### src/rtl/ads5296_train_ctrl.sv
// ADS5296 LVDS link training: per-channel delay-tap eye sweep, centring and
// word alignment via bitslip, with per-channel centre taps and a failure mask.
module ads5296_train_ctrl #(
    parameter int         G_NUM_UNITS = 4,
    parameter logic [9:0] G_PATTERN   = 10'h3F0,
    parameter int         G_TAP_STEP  = 8,
    parameter int         G_CHECK_LEN = 64,
    parameter int         G_PULSE_LEN = 8,
    parameter int         G_SETTLE    = 16,
    localparam int        C           = 4 * G_NUM_UNITS,
    localparam int        CW          = $clog2(C)
) (
    input  logic           axil_clk,
    input  logic           axil_rst_n,
    input  logic           start,
    input  logic [9:0]     data_in,
    input  logic           data_valid,
    output logic [CW-1:0]  chan_sel,
    output logic [8:0]     delay_val,
    output logic [2*C-1:0] delay_load,
    output logic [C-1:0]   bitslip,
    output logic           busy,
    output logic           done,
    output logic [C-1:0]   fail_mask,
    input  logic [CW-1:0]  result_sel,
    output logic [8:0]     result_tap
);

    localparam logic [3:0] S_IDLE    = 4'd0;
    localparam logic [3:0] S_SET_TAP = 4'd1;
    localparam logic [3:0] S_LOAD    = 4'd2;
    localparam logic [3:0] S_SETTLE  = 4'd3;
    localparam logic [3:0] S_CHECK   = 4'd4;
    localparam logic [3:0] S_EVAL    = 4'd5;
    localparam logic [3:0] S_CENTER  = 4'd6;
    localparam logic [3:0] S_CLOAD   = 4'd7;
    localparam logic [3:0] S_CSETTLE = 4'd8;
    localparam logic [3:0] S_ACHECK  = 4'd9;
    localparam logic [3:0] S_SLIP    = 4'd10;
    localparam logic [3:0] S_SSETTLE = 4'd11;
    localparam logic [3:0] S_NEXT_CH = 4'd12;
    localparam logic [3:0] S_DONE    = 4'd13;

    localparam logic [15:0]    PULSE_CNT   = 16'(G_PULSE_LEN);
    localparam logic [15:0]    SETTLE_LAST = 16'(G_SETTLE - 1);
    localparam logic [15:0]    CHECK_LAST  = 16'(G_CHECK_LEN - 1);
    localparam logic [9:0]     TAP_STEP    = 10'(G_TAP_STEP);
    localparam logic [CW-1:0]  LAST_CH     = CW'(C - 1);
    localparam logic [2*C-1:0] LANE0       = {{(2*C-2){1'b0}}, 2'b11};
    localparam logic [C-1:0]   CH0         = {{(C-1){1'b0}}, 1'b1};

    logic [3:0]     state_r;
    logic [15:0]    cnt_r;
    logic [8:0]     tap_r;
    logic [8:0]     lo_r;
    logic [8:0]     hi_r;
    logic           found_r;
    logic           good_r;
    logic [3:0]     slip_cnt_r;
    logic [9:0]     word_r;
    logic           ok_r;
    logic           start_d_r;
    logic [CW-1:0]  chan_sel_r;
    logic [8:0]     delay_val_r;
    logic [2*C-1:0] delay_load_r;
    logic [C-1:0]   bitslip_r;
    logic           busy_r;
    logic           done_r;
    logic [C-1:0]   fail_mask_r;
    logic [8:0]     result_r [C];

    logic [9:0]     w_s;
    logic           same_s;
    logic           good_s;
    logic           aligned_s;
    logic           last_s;
    logic [9:0]     tap_next_s;
    logic [9:0]     sum_s;
    logic [2*C-1:0] lane_mask_s;
    logic [C-1:0]   ch_mask_s;

    // True when w is any of the ten rotations of the training pattern
    function automatic logic is_rotation(input logic [9:0] w);
        logic [9:0] r;
        logic       hit;
        r   = G_PATTERN;
        hit = 1'b0;
        for (int k = 0; k < 10; k++) begin
            hit = hit | (w == r);
            r   = {r[8:0], r[9]};
        end
        return hit;
    endfunction

    // Word comparison and sweep arithmetic for the channel under training
    always_comb begin
        w_s    = word_r;
        same_s = 1'b0;
        if (cnt_r == 16'd0) begin
            w_s    = data_in;
            same_s = 1'b1;
        end else begin
            w_s    = word_r;
            same_s = ok_r && (data_in == word_r);
        end
        good_s      = same_s && is_rotation(w_s);
        aligned_s   = same_s && (w_s == G_PATTERN);
        last_s      = data_valid && (cnt_r == CHECK_LAST);
        tap_next_s  = {1'b0, tap_r} + TAP_STEP;
        sum_s       = {1'b0, lo_r} + {1'b0, hi_r};
        lane_mask_s = LANE0 << {chan_sel_r, 1'b0};
        ch_mask_s   = CH0 << chan_sel_r;
    end

    // Training sequencer with registered outputs
    always_ff @(posedge axil_clk) begin
        if (!axil_rst_n) begin
            state_r      <= S_IDLE;
            cnt_r        <= 16'd0;
            tap_r        <= 9'd0;
            lo_r         <= 9'd0;
            hi_r         <= 9'd0;
            found_r      <= 1'b0;
            good_r       <= 1'b0;
            slip_cnt_r   <= 4'd0;
            word_r       <= 10'd0;
            ok_r         <= 1'b0;
            start_d_r    <= 1'b1;
            chan_sel_r   <= '0;
            delay_val_r  <= 9'd0;
            delay_load_r <= '0;
            bitslip_r    <= '0;
            busy_r       <= 1'b0;
            done_r       <= 1'b0;
            fail_mask_r  <= '0;
            for (int i = 0; i < C; i++) result_r[i] <= 9'd0;
        end else begin
            start_d_r <= start;
            case (state_r)
                S_IDLE: begin
                    if (start && !start_d_r) begin
                        chan_sel_r  <= '0;
                        tap_r       <= 9'd0;
                        lo_r        <= 9'd0;
                        hi_r        <= 9'd0;
                        found_r     <= 1'b0;
                        slip_cnt_r  <= 4'd0;
                        busy_r      <= 1'b1;
                        done_r      <= 1'b0;
                        fail_mask_r <= '0;
                        for (int i = 0; i < C; i++) result_r[i] <= 9'd0;
                        state_r     <= S_SET_TAP;
                    end
                end
                S_SET_TAP: begin
                    delay_val_r <= tap_r;
                    cnt_r       <= 16'd0;
                    state_r     <= S_LOAD;
                end
                S_LOAD, S_CLOAD: begin
                    if (cnt_r == PULSE_CNT) begin
                        delay_load_r <= '0;
                        cnt_r        <= 16'd0;
                        state_r      <= (state_r == S_LOAD) ? S_SETTLE : S_CSETTLE;
                    end else begin
                        delay_load_r <= lane_mask_s;
                        cnt_r        <= cnt_r + 16'd1;
                    end
                end
                S_SETTLE, S_CSETTLE, S_SSETTLE: begin
                    if (cnt_r == SETTLE_LAST) begin
                        cnt_r   <= 16'd0;
                        state_r <= (state_r == S_SETTLE) ? S_CHECK : S_ACHECK;
                    end else begin
                        cnt_r <= cnt_r + 16'd1;
                    end
                end
                S_CHECK: begin
                    if (data_valid) begin
                        word_r <= w_s;
                        ok_r   <= same_s;
                        cnt_r  <= cnt_r + 16'd1;
                        if (last_s) begin
                            good_r  <= good_s;
                            cnt_r   <= 16'd0;
                            state_r <= S_EVAL;
                        end
                    end
                end
                S_EVAL: begin
                    if (good_r) begin
                        if (!found_r) lo_r <= tap_r;
                        hi_r    <= tap_r;
                        found_r <= 1'b1;
                    end
                    // The first bad tap after a good run closes the eye
                    if ((!good_r && found_r) || (tap_next_s > 10'd511)) begin
                        state_r <= S_CENTER;
                    end else begin
                        tap_r   <= tap_next_s[8:0];
                        state_r <= S_SET_TAP;
                    end
                end
                S_CENTER: begin
                    if (!found_r) begin
                        fail_mask_r[chan_sel_r] <= 1'b1;
                        result_r[chan_sel_r]    <= 9'd0;
                        state_r                 <= S_NEXT_CH;
                    end else begin
                        result_r[chan_sel_r] <= sum_s[9:1];
                        delay_val_r          <= sum_s[9:1];
                        cnt_r                <= 16'd0;
                        state_r              <= S_CLOAD;
                    end
                end
                S_ACHECK: begin
                    if (data_valid) begin
                        word_r <= w_s;
                        ok_r   <= same_s;
                        cnt_r  <= cnt_r + 16'd1;
                        if (last_s) begin
                            cnt_r <= 16'd0;
                            if (aligned_s) begin
                                state_r <= S_NEXT_CH;
                            end else if (slip_cnt_r == 4'd10) begin
                                fail_mask_r[chan_sel_r] <= 1'b1;
                                state_r                 <= S_NEXT_CH;
                            end else begin
                                slip_cnt_r <= slip_cnt_r + 4'd1;
                                state_r    <= S_SLIP;
                            end
                        end
                    end
                end
                S_SLIP: begin
                    if (cnt_r == PULSE_CNT) begin
                        bitslip_r <= '0;
                        cnt_r     <= 16'd0;
                        state_r   <= S_SSETTLE;
                    end else begin
                        bitslip_r <= ch_mask_s;
                        cnt_r     <= cnt_r + 16'd1;
                    end
                end
                S_NEXT_CH: begin
                    if (chan_sel_r == LAST_CH) begin
                        state_r <= S_DONE;
                    end else begin
                        chan_sel_r <= chan_sel_r + CW'(1);
                        tap_r      <= 9'd0;
                        lo_r       <= 9'd0;
                        hi_r       <= 9'd0;
                        found_r    <= 1'b0;
                        slip_cnt_r <= 4'd0;
                        cnt_r      <= 16'd0;
                        state_r    <= S_SET_TAP;
                    end
                end
                S_DONE: begin
                    busy_r  <= 1'b0;
                    done_r  <= 1'b1;
                    state_r <= S_IDLE;
                end
                default: begin
                    delay_load_r <= '0;
                    bitslip_r    <= '0;
                    busy_r       <= 1'b0;
                    state_r      <= S_IDLE;
                end
            endcase
        end
    end

    assign chan_sel   = chan_sel_r;
    assign delay_val  = delay_val_r;
    assign delay_load = delay_load_r;
    assign bitslip    = bitslip_r;
    assign busy       = busy_r;
    assign done       = done_r;
    assign fail_mask  = fail_mask_r;
    assign result_tap = result_r[result_sel];

endmodule
### config.mk
export PLATFORM = sky130hd
export DESIGN_NAME = ads5296_train_ctrl
export DESIGN_NICKNAME = d
export VERILOG_FILES = /design/src/rtl/ads5296_train_ctrl.sv
export SDC_FILE = /design/constraint.sdc
export NUM_CORES = 1
export LEC_CHECK = 0
export BUFFER_PORTS_ARGS = -buffer_cell sky130_fd_sc_hd__buf_2
export CORE_ASPECT_RATIO = 2
export CORE_MARGIN = 2
export CORE_UTILIZATION = 30
export DETAILED_ROUTE_END_ITERATION = 7
export HOLD_SLACK_MARGIN = 0.05
export PLACE_DENSITY = 0.5
export SLEW_MARGIN = 25
export SYNTH_ARGS = -nofsm -noshare
export SYNTH_HDL_FRONTEND = slang
export SYNTH_SLANG_ARGS = --single-unit
### constraint.sdc
create_clock -name axil_clk -period 3.6 [get_ports axil_clk]
set_clock_uncertainty 0.05 [all_clocks]
set_input_delay 0.72 -clock axil_clk [delete_from_list [all_inputs] [get_ports axil_clk]]
set_output_delay 0.72 -clock axil_clk [all_outputs]
set_load 0.005 [all_outputs]
-- Word-level counts from Yosys, hierarchy flattened
Memories as Yosys holds them, arrays and structs flattened.
Index checks and enable logic that the tools add are counted.
- register bits: 144
- RAM bits: 144
- bits of input ports: 18
- output and inout port bits: 88
- word-level logic and storage cells: 242
- memories kept: 1
- add/sub/neg operators: 5
- magnitude comparators: 3
- equality and inequality tests: 47
- shift operators: 2
- muxes and demuxes: 98
- bitwise operators: 28
- reduce and logical (&&, ||, !) cells: 40
- memory list (memory ; words ; bits a word ; read ports ; clocked after memory_dff ; wr ports ; RTL line ; source):
    result_r ; 16 ; 9 ; 1 ; 0 ; 16 ; 70 ; logic [8:0] result_r [C];
- operators with widths (cell ; count):
    two-way mux 9 bit ; 25
    two-way mux 16 bit ; 13
    case mux 16 bit (6 select lines) ; 1
    case mux 9 bit (3 select lines) ; 3
    two-way mux 4 bit ; 20
    case mux 32 bit (2 select lines) ; 1
    == test 10 bit (second input constant) ; 6
    case mux 16 bit (3 select lines) ; 1
    case mux 4 bit (10 select lines) ; 1
    != test 2 bit (second input constant) ; 17
    == test 16 x 4 -> 1 bit (second input constant) ; 2
    == test 4 bit (second input constant) ; 8
    two-way mux 32 bit ; 1
    case mux 16 bit (2 select lines) ; 1
    << shifter 2 x 5 -> 32 bit (first input constant) ; 1
    bitwise OR 1 bit ; 26
    OR reduction 12 bit ; 2
    two-way mux 1 bit ; 20
    case mux 9 bit (2 select lines) ; 1
    adder 16 x 1 -> 16 bit (second input constant) ; 1
    == test 16 x 6 -> 1 bit (second input constant) ; 1
    == test 4 x 3 -> 1 bit (second input constant) ; 4
    zero test 16 bit ; 1
    bitwise OR 16 bit ; 1
    40 further kinds ; 65

-- Depth between registers and ports, before layout
Gate-level depths: netlist of the first run.
- depth in word-level cells: 13
- depth in mapped cells: 9
- depth with buffers taken out: 8

-- Worst setup path after synthesis of the first run
Ideal clock, no wire load.
- path kind: input to output
- start point: input result_sel[0]
- end point: output result_tap[1]
- arrival time: 2399 ps
- required time: 2830 ps
- path slack: 431 ps
- stages on the path: 5
- path buffers: 3
- cells stage by stage: clkbuf_1 > buf_2 > mux4_2 > mux4_2 > buf_4
- longest elaborated chain between the ends: 1
- ends and longest elaborated chain (element ; RTL line ; source):
    start: declaration ; 25 ; input logic [CW-1:0] result_sel,
    memory read (16 x 9 bit) ; -- ;
    end: declaration ; 26 ; output logic [8:0] result_tap
Every way passes these cells.

-- Worst setup path after layout of the first run
- start point: input result_sel[0]
- end point: output result_tap[6]
The elaborated chain is that of the path after synthesis.

==> flow_summary.json, run 1 <==
{
  "outcome": "completed",
  "grt_overflow": 0,
  "final_cell_area_mm2": 0.0132,
  "crit_family": "multiplexers",
  "cts.sinks": 246,
  "setup_viol": 0,
  "synthToLayoutAreaGrowth_pct": 15.9,
  "ff2ff_setup_slack_ns": 0.83,
  "syn_area_per_cell_um2": 10.8,
  "whs_ns": 0.364,
  "grt_pass1_vias": 8410,
  "worstMarginPinSlew_ns": 0.852,
  "grt_use_total_pct": 15.9,
  "end_kind": "output port",
  "yosys_register_bits": 246,
  "power_density_mw_per_mm2": 534,
  "rsz0062_at_grt": "false",
  "dp_hpwl_um": 22700,
  "n_antenna_cell": 0,
  "postCtsSetupBuffers": 0,
  "portBuffers": 105,
  "ys_types": 69,
  "min_period_over_period_pct": 89.0,
  "drt-total-wl_um": 31300,
  "drv_slew": 0,
  "critPathLaunchType": "primary input",
  "timing.rr.start": "lo_r[4]",
  "crit_end": "result_tap[6]",
  "postPlaceCellArea_mm2": 0.0124,
  "p_sw_share_pct": 29.9,
  "post_drt_wl_per_cell_um": 19.2,
  "first_pass_iters": 5,
  "r2r-end": "result_r[12][7]",
  "clkSlewWorstSetupHoldPaths_ns": 0.06,
  "ant_nets": 0,
  "p_int_mw": 4.94,
  "hold_violations": 0,
  "rows": 101,
  "drc": 0,
  "die_h_um": 280,
  "path_buf_inv": 3,
  "required_ns": 2.83,
  "clk_latency_ns": 0.56,
  "ys_warn_count": 0,
  "p_sw_mw": 2.10,
  "min_path_type": "in -> reg",
  "gp_congestion": 0.838,
  "die-area_mm2": 0.0396,
  "arrival_ns": 2.43,
  "post-route-min-period_ns": 3.20,
  "synth_cells": 1050,
  "post-place-ws_ns": 0.364,
  "htree_num_levels": 1,
  "drtIter0Drc": 585,
  "reg2regPathDepth": 7,
  "vias": 8475,
  "setup_ws_ns": 0.396,
  "synthArstFlopShare_pct": 0,
  "slowest_stage": "mux4_2",
  "yosys_most_used_dff": "edfxtp_1",
  "cts_tree": "done",
  "cts_root_buf": "clkbuf_16",
  "power_frac_clock_pct": 35.8,
  "slowest_delay_ns": 0.52,
  "cts_resized": 0,
  "power.leakage_nw": 4.91,
  "relSlewSlack_pct": 43.0,
  "cp-startpoint": "result_sel[0]",
  "cts_buffer_depth": 3,
  "crit_cells": 5,
  "path_max_fanout": 20,
  "syn_area_mm2": 0.0114,
  "cts_buffers": 25,
  "synth_edf_count": 128,
  "io_pins": 106,
  "ir_drop_uv": 347,
  "initial_core_util_pct": 30.2,
  "fp.dieW_um": 142,
  "final_common_cell": "nor2_1",
  "core_mm2": 0.0377,
  "totalPowerFinal_mw": 7.05,
  "finalSetupTns_ns": 0,
  "antenna_found_initial": 0,
  "cap_violations": 0,
  "grt_max_degree": 71,
  "crit_type": "in -> out",
  "synth_seq_area_share_pct": 54.5,
  "finalNetCount": 1186,
  "p_comb_share_pct": 18.1,
  "holdBufCountCts": 0,
  "seqPwrFrac_pct": 46.1,
  "grt_pass1_wl_um": 49500,
  "cp_cell_sequence": "buf_2, buf_12, mux4_2, mux4_2, buf_2",
  "final_cell_mix": "nor2_1 (210), edfxtp_1 (128), dfxtp_1 (118)",
  "drive_above_1_share_pct": 20.6,
  "max_freq_mhz": 312,
  "vias_per_cell": 5.19
}
[sequential cells by signal, indices dropped and copies added, names as in the netlist]
name        flops
bitslip        16
busy            1
chan_sel        4
cnt_r          16
delay_load     16
delay_val       8
done            1
fail_mask      16
found_r         1
good_r          1
hi_r            6
lo_r            6
ok_r            1
result_r      128
slip_cnt_r      4
start_d_r       1
state_r         4
tap_r           6
word_r         10
[synthesized netlist by cell type (18+ instances only)]
master    count  area, µm²
clkbuf_1     46        173
nand2_1      86        323
o31ai_1      18        135
nor2_1      211        792
dfxtp_1     118       2360
a32oi_1      22        193
mux4_2       40        901
a21oi_1      26        130
edfxtp_1    128       3840
xnor2_1      26        228
buf_4        21        158
nand3_1      32        160
o21ai_0      30        150
[cells by family (layout without fill, tap and decap cells)]
group	count (synthesis)	after routing	share of synthesized area (%)
buffers and inverters	102	206	4.38
adder cells (fa/ha/maj)	17	17	1.87
multiplexers	50	50	8.79
flip-flops	246	246	54.5
AND/OR/NAND/NOR	439	439	17.8
other	1	16	0.0329
AO/OA/AOI/OAI	158	158	9.82
XOR/XNOR	37	37	2.85
[power groups by stage]
| stage | Clock [mW] | Combinational [mW] | Sequential (mW) |
|---|---|---|---|
| 6_report | 2.52 | 1.27 | 3.25 |
| 5_1_grt | 2.68 | 1.40 | 3.26 |
| 4_1_cts | 2.58 | 1.28 | 3.25 |
| 3_5_place_dp | 0 | 1.27 | 3.31 |
| 3_3_place_gp | 0 | 1.25 | 3.31 |
| 2_1_floorplan | 0 | 0.941 | 3.23 |
[how the worst min path moves through the flow]
stage | cells after the start | startpoint | end | slack [ns]
2_1_floorplan | 2 | hi_r[7] | hi_r[7] | 0.39
3_3_place_gp | 2 | fail_mask[14] | fail_mask[14] | 0.39
3_5_place_dp | 2 | fail_mask[2] | fail_mask[2] | 0.39
4_1_cts | 2 | start | start_d_r | 0.36
5_1_grt | 2 | start | start_d_r | 0.37
6_report | 2 | start | start_d_r | 0.36
[stage by stage]
| stage | util [%] | instances |
|---|---|---|
| global route | 35.0 | 1632 |
| global placement | 33.0 | 1587 |
| CTS | 35.0 | 1632 |
| finish | 35.0 | 1632 |
| floorplan | - | 1065 |
| detailed placement | 33.0 | 1587 |
[final cells by class]
class,count,area (µm²)
clock buffers,28,647
clock inverters,17,123
fillers,3739,24500
inverters,16,60.1
multi-input cells,717,4740
flip-flops and latches,246,6210
well taps,463,579
repair buffers,145,838
[routing by layer]
layer | GRT usage (%) | share of wire (%)
met5 | 0 | 0
met4 | 4.97 | 2.6
met1 | 20.8 | 44
met2 | 26.1 | 47
met3 | 3.32 | 6.5
No activity file was read; power rests on OpenSTA's default activity.
==> run 2, diff against run 1 <==
==> constraint.sdc (replaced) <==
create_clock -name axil_clk -period 3.6 [get_ports axil_clk]
set_clock_uncertainty 0.05 [all_clocks]
set_input_delay 0.54 -clock axil_clk [delete_from_list [all_inputs] [get_ports axil_clk]]
set_output_delay 0.54 -clock axil_clk [all_outputs]
set_load 0.005 [all_outputs]
==> flow_summary.json, run 2 (same netlist as run 1, synthesis figures left out) <==
{
  "drc": 0,
  "clk_latency_ns": 0.53,
  "outcome": "completed",
  "hold_violations": 0,
  "p_comb_share_pct": 18.5,
  "arrival_ns": 3.03,
  "largest_register_ff_count": 128,
  "power_density_mw_per_mm2": 524,
  "min_path_type": "in -> reg",
  "cts.sinks": 246,
  "regMostFlops": "result_r",
  "rsz0062_at_grt": "false",
  "die-area_mm2": 0.0396,
  "drive_above_1_share_pct": 20.3,
  "vias_per_cell": 5.23,
  "top_usage_layer": "met2",
  "holdBufCountCts": 0,
  "fp.dieW_um": 142,
  "grtUsageMet1_pct": 20.1,
  "final_common_cell": "nor2_1",
  "path_max_fanout": 17,
  "final_core_util_pct": 34.9,
  "grtUsageMet3_pct": 3.11,
  "portBuffers": 105,
  "final_cell_mix": "nor2_1 (210), edfxtp_1 (128), dfxtp_1 (118)",
  "post-route-min-period_ns": 2.70,
  "regArea_mm2": 0.00621,
  "drv_slew": 0,
  "cap_violations": 0,
  "required_ns": 3.93,
  "clkSlewWorstSetupHoldPaths_ns": 0.07,
  "multi_input_area_mm2": 0.00474,
  "power_frac_clock_pct": 34.4,
  "cts_buffers": 24,
  "synthToLayoutAreaGrowth_pct": 15.4,
  "grt_pass1_vias": 8457,
  "antenna_found_initial": 1,
  "vias": 8509,
  "grt_max_degree": 70,
  "drtIter0Drc": 536,
  "core_mm2": 0.0377,
  "io_pins": 106,
  "post_drt_wl_per_cell_um": 19.1,
  "finalSetupTns_ns": 0,
  "grt_overflow": 0,
  "crit_type": "reg -> reg",
  "seqPwrFrac_pct": 47.1,
  "drt-total-wl_um": 31100,
  "max_freq_mhz": 370,
  "critPathLaunchType": "register",
  "ant_nets": 0,
  "p_sw_mw": 2.03,
  "cts_buffer_depth": 3,
  "die_h_um": 280,
  "cts_root_buf": "clkbuf_16",
  "rows": 101,
  "end_kind": "register",
  "grt_use_total_pct": 15.6,
  "gp_congestion": 0.806,
  "cts_resized": 0,
  "postCtsSetupBuffers": 0,
  "min_period_over_period_pct": 75.0,
  "worstMarginPinSlew_ns": 0.831,
  "cts_tree": "done",
  "setup_viol": 0,
  "grt_pass1_wl_um": 48500,
  "initial_core_util_pct": 30.2,
  "totalPowerFinal_mw": 6.88,
  "fill_cells": 3771,
  "ir_drop_uv": 346,
  "relSlewSlack_pct": 44.2,
  "p_sw_share_pct": 29.6,
  "power.leakage_nw": 4.86,
  "first_pass_iters": 5,
  "finalNetCount": 1182,
  "htree_num_levels": 1,
  "grt_use_met2_pct": 26.3,
  "p_int_mw": 4.85,
  "dp_hpwl_um": 22700
}
==> run 2: cell count changes in the layout (fill, tap and decap cells not counted), moves of 2 or more <==
cell,previous run,this run
buf_4,39,35
clkinvlp_4,1,3
clkinv_1,7,2
clkbuf_1,2,7
==> run 2: worst max-delay path, cell delays in order, from the launching register on <==
cell and delay [ns]:
dfxtp_1 0.32, ha_1 0.32, a21o_1 0.18, a21oi_1 0.25
o21ai_0 0.22, o21a_1 0.22, or4_1 0.79, nor2_1 0.20
==> run 2: path summary, 6_finish.rpt <==
path | from | endpoint | slack (ns) | cells after the start
min | start | start_d_r | 0.18 | 2
max | lo_r[4] | result_r[8][7] | 0.90 | 7
max reg2reg | lo_r[4] | result_r[8][7] | 0.90 | 7
min reg2reg | hi_r[5] | hi_r[5] | 0.41 | 2
==> run 2: power by group through the flow <==
stage / Sequential, mW / Combinational (mW) / Clock [mW]
finish: 3.24 / 1.27 / 2.37
global route: 3.26 / 1.39 / 2.55
CTS: 3.24 / 1.27 / 2.45
detailed placement: 3.30 / 1.27 / 0
global placement: 3.30 / 1.26 / 0
floorplan: 3.23 / 0.941 / 0
==> run 2: metal layers <==
layer  vias to the layer above  wire length [µm]
li1                       4002                 -
met5                         -                 0
met1                      4196             13500
met3                        44              2000
met2                       267             14900
met4                         0               708
==> run 2: area by class of cell <==
class                   instances  area share, %
diodes                          1         0.0190
clock buffers                  32           4.96
clock inverters                11          0.486
inverters                      16          0.457
multi-input cells             717           36.1
flip-flops and latches        246           47.2
well taps                     463           4.41
repair buffers                142           6.31
==> run 2: metrics by stage <==
stage          setup WS (ns)  hold slack [ns]  cell area [µm²]  cells
3_5_place_dp           0.870            0.390            12400   1584
5_1_grt                0.592            0.177            13100   1628
4_1_cts                0.866            0.148            13100   1627
6_report               0.899            0.175            13100   1628
3_3_place_gp           0.870            0.386            12400   1584
2_1_floorplan          0.791            0.386            11400   1065
==> run 3, diff against run 2 <==
Clock period 3.6 ns to 2.65 ns, I/O delays scaled along.
==> flow_summary.json, run 3 (same netlist as run 1, synthesis figures left out) <==
{
  "cts.sinks": 246,
  "grt_pass1_vias": 8533,
  "io_pins": 106,
  "n_antenna_cell": 0,
  "finalNetCount": 1219,
  "critPathLaunchType": "register",
  "postCtsSetupBuffers": 0,
  "gp_congestion": 0.862,
  "worstMarginPinSlew_ns": 0.722,
  "final_core_util_pct": 36.0,
  "ff2ff_setup_slack_ns": 0.14,
  "grt_pass1_wl_um": 49200,
  "power_density_mw_per_mm2": 734,
  "relSlewSlack_pct": 51.8,
  "cap_violations": 0,
  "regArea_mm2": 0.00621,
  "clk_latency_ns": 0.55,
  "largest_register_ff_count": 128,
  "dp_hpwl_um": 23100,
  "core_mm2": 0.0377,
  "drtIter0Drc": 396,
  "grt_overflow": 0,
  "grt_use_total_pct": 15.8,
  "outcome": "completed",
  "htree_num_levels": 1,
  "setup_viol": 0,
  "regMostFlops": "result_r",
  "antenna_found_initial": 0,
  "portBuffers": 105,
  "drc": 0,
  "drv_slew": 0,
  "max_freq_mhz": 391,
  "rsz0062_at_grt": "false",
  "finalSetupTns_ns": 0,
  "drive_above_1_share_pct": 23.5,
  "drt-total-wl_um": 31300,
  "rows": 101,
  "path_max_fanout": 1,
  "arrival_ns": 2.11,
  "vias": 8478,
  "vias_per_cell": 5.09,
  "crit_type": "reg -> out",
  "min_period_over_period_pct": 96.5,
  "multi_input_area_mm2": 0.00476,
  "end_kind": "output port",
  "clkSlewWorstSetupHoldPaths_ns": 0.06,
  "post_drt_wl_per_cell_um": 18.8,
  "final_common_cell": "nor2_1",
  "initial_core_util_pct": 30.2,
  "hold_violations": 0,
  "final_cell_mix": "nor2_1 (209), edfxtp_1 (128), dfxtp_1 (117)",
  "first_pass_iters": 5,
  "required_ns": 2.20,
  "synthToLayoutAreaGrowth_pct": 19.2,
  "die_h_um": 280,
  "cts_root_buf": "clkbuf_16",
  "cts_buffer_depth": 3,
  "fp.dieW_um": 142,
  "ant_nets": 0,
  "post-route-min-period_ns": 2.56,
  "power.leakage_nw": 5.11,
  "min_path_type": "in -> reg",
  "cts_tree": "done",
  "ir_drop_uv": 437,
  "grt_max_degree": 54,
  "die-area_mm2": 0.0396,
  "fill_cells": 3765,
  "cts_buffers": 25
}
## run 3: cell types whose count changed in the layout (fill, tap and decap cells not counted), sizes merged
cell         before  now
clkbuf           32   29
buf             142  177
clkinv            7   10
dlygate4sd3       0    1
bufinv            0    4
diode             1    0
clkinvlp          3    2
## run 3: report_power, final
part	leakage (nW)	switching (mW)	internal, mW
clock	0.423	1.56	2.17
sequential	2.28	0.153	4.25
combinational	2.41	1.15	0.676
## run 3: worst paths after layout
kind                                 startpoint       endpoint  cells past startpoint
worst max-delay path            result_r[10][3]  result_tap[3]                      3
worst min-delay path                 data_in[1]      word_r[1]                      3
worst min register to register     delay_val[2]   delay_val[2]                      2
worst max register to register       state_r[1]  slip_cnt_r[0]                      7
## run 3: per-stage QoR
stage,hold slack (ns),instances,power [mW],cell area [µm²],worst slack (ns)
floorplan,0.386,1065,5.67,11400,0.126
global placement,0.385,1619,6.29,12700,-0.0937
detailed placement,0.392,1619,6.31,12700,0.151
CTS,0.0628,1666,10.1,13600,0.0426
global route,0.0786,1666,10.4,13600,0.00153
finish,0.0769,1666,9.96,13600,0.0934
## run 3: cell type report
cell class	count	area share, %
sequential	246	45.7
multi-input combinational	717	35.1
clock buffer	29	4.79
tap	463	4.27
inverter	16	0.442
clock inverter	17	1.56
timing repair buffer	178	8.11
## run 3: metal layers
metal / vias up / global-route usage [%] / wire, µm
li1: 4062 / - / -
met1: 4125 / 20.6 / 13500
met2: 246 / 26.8 / 15200
met3: 45 / 2.94 / 1850
met4: 0 / 4.51 / 713
met5: - / 0 / 0
## run 3: timing repair
item                       4_1_cts  5_1_grt
setup endpoints to repair        0       34
gates resized for setup          0        3
hold endpoints to repair         1        0
hold buffers                     1        0
## run 3: critical path, stage by stage (launching register included)
cell,delay (ns)
edfxtp_1,0.38
mux4_2,0.52
mux4_2,0.51
buf_2,0.15
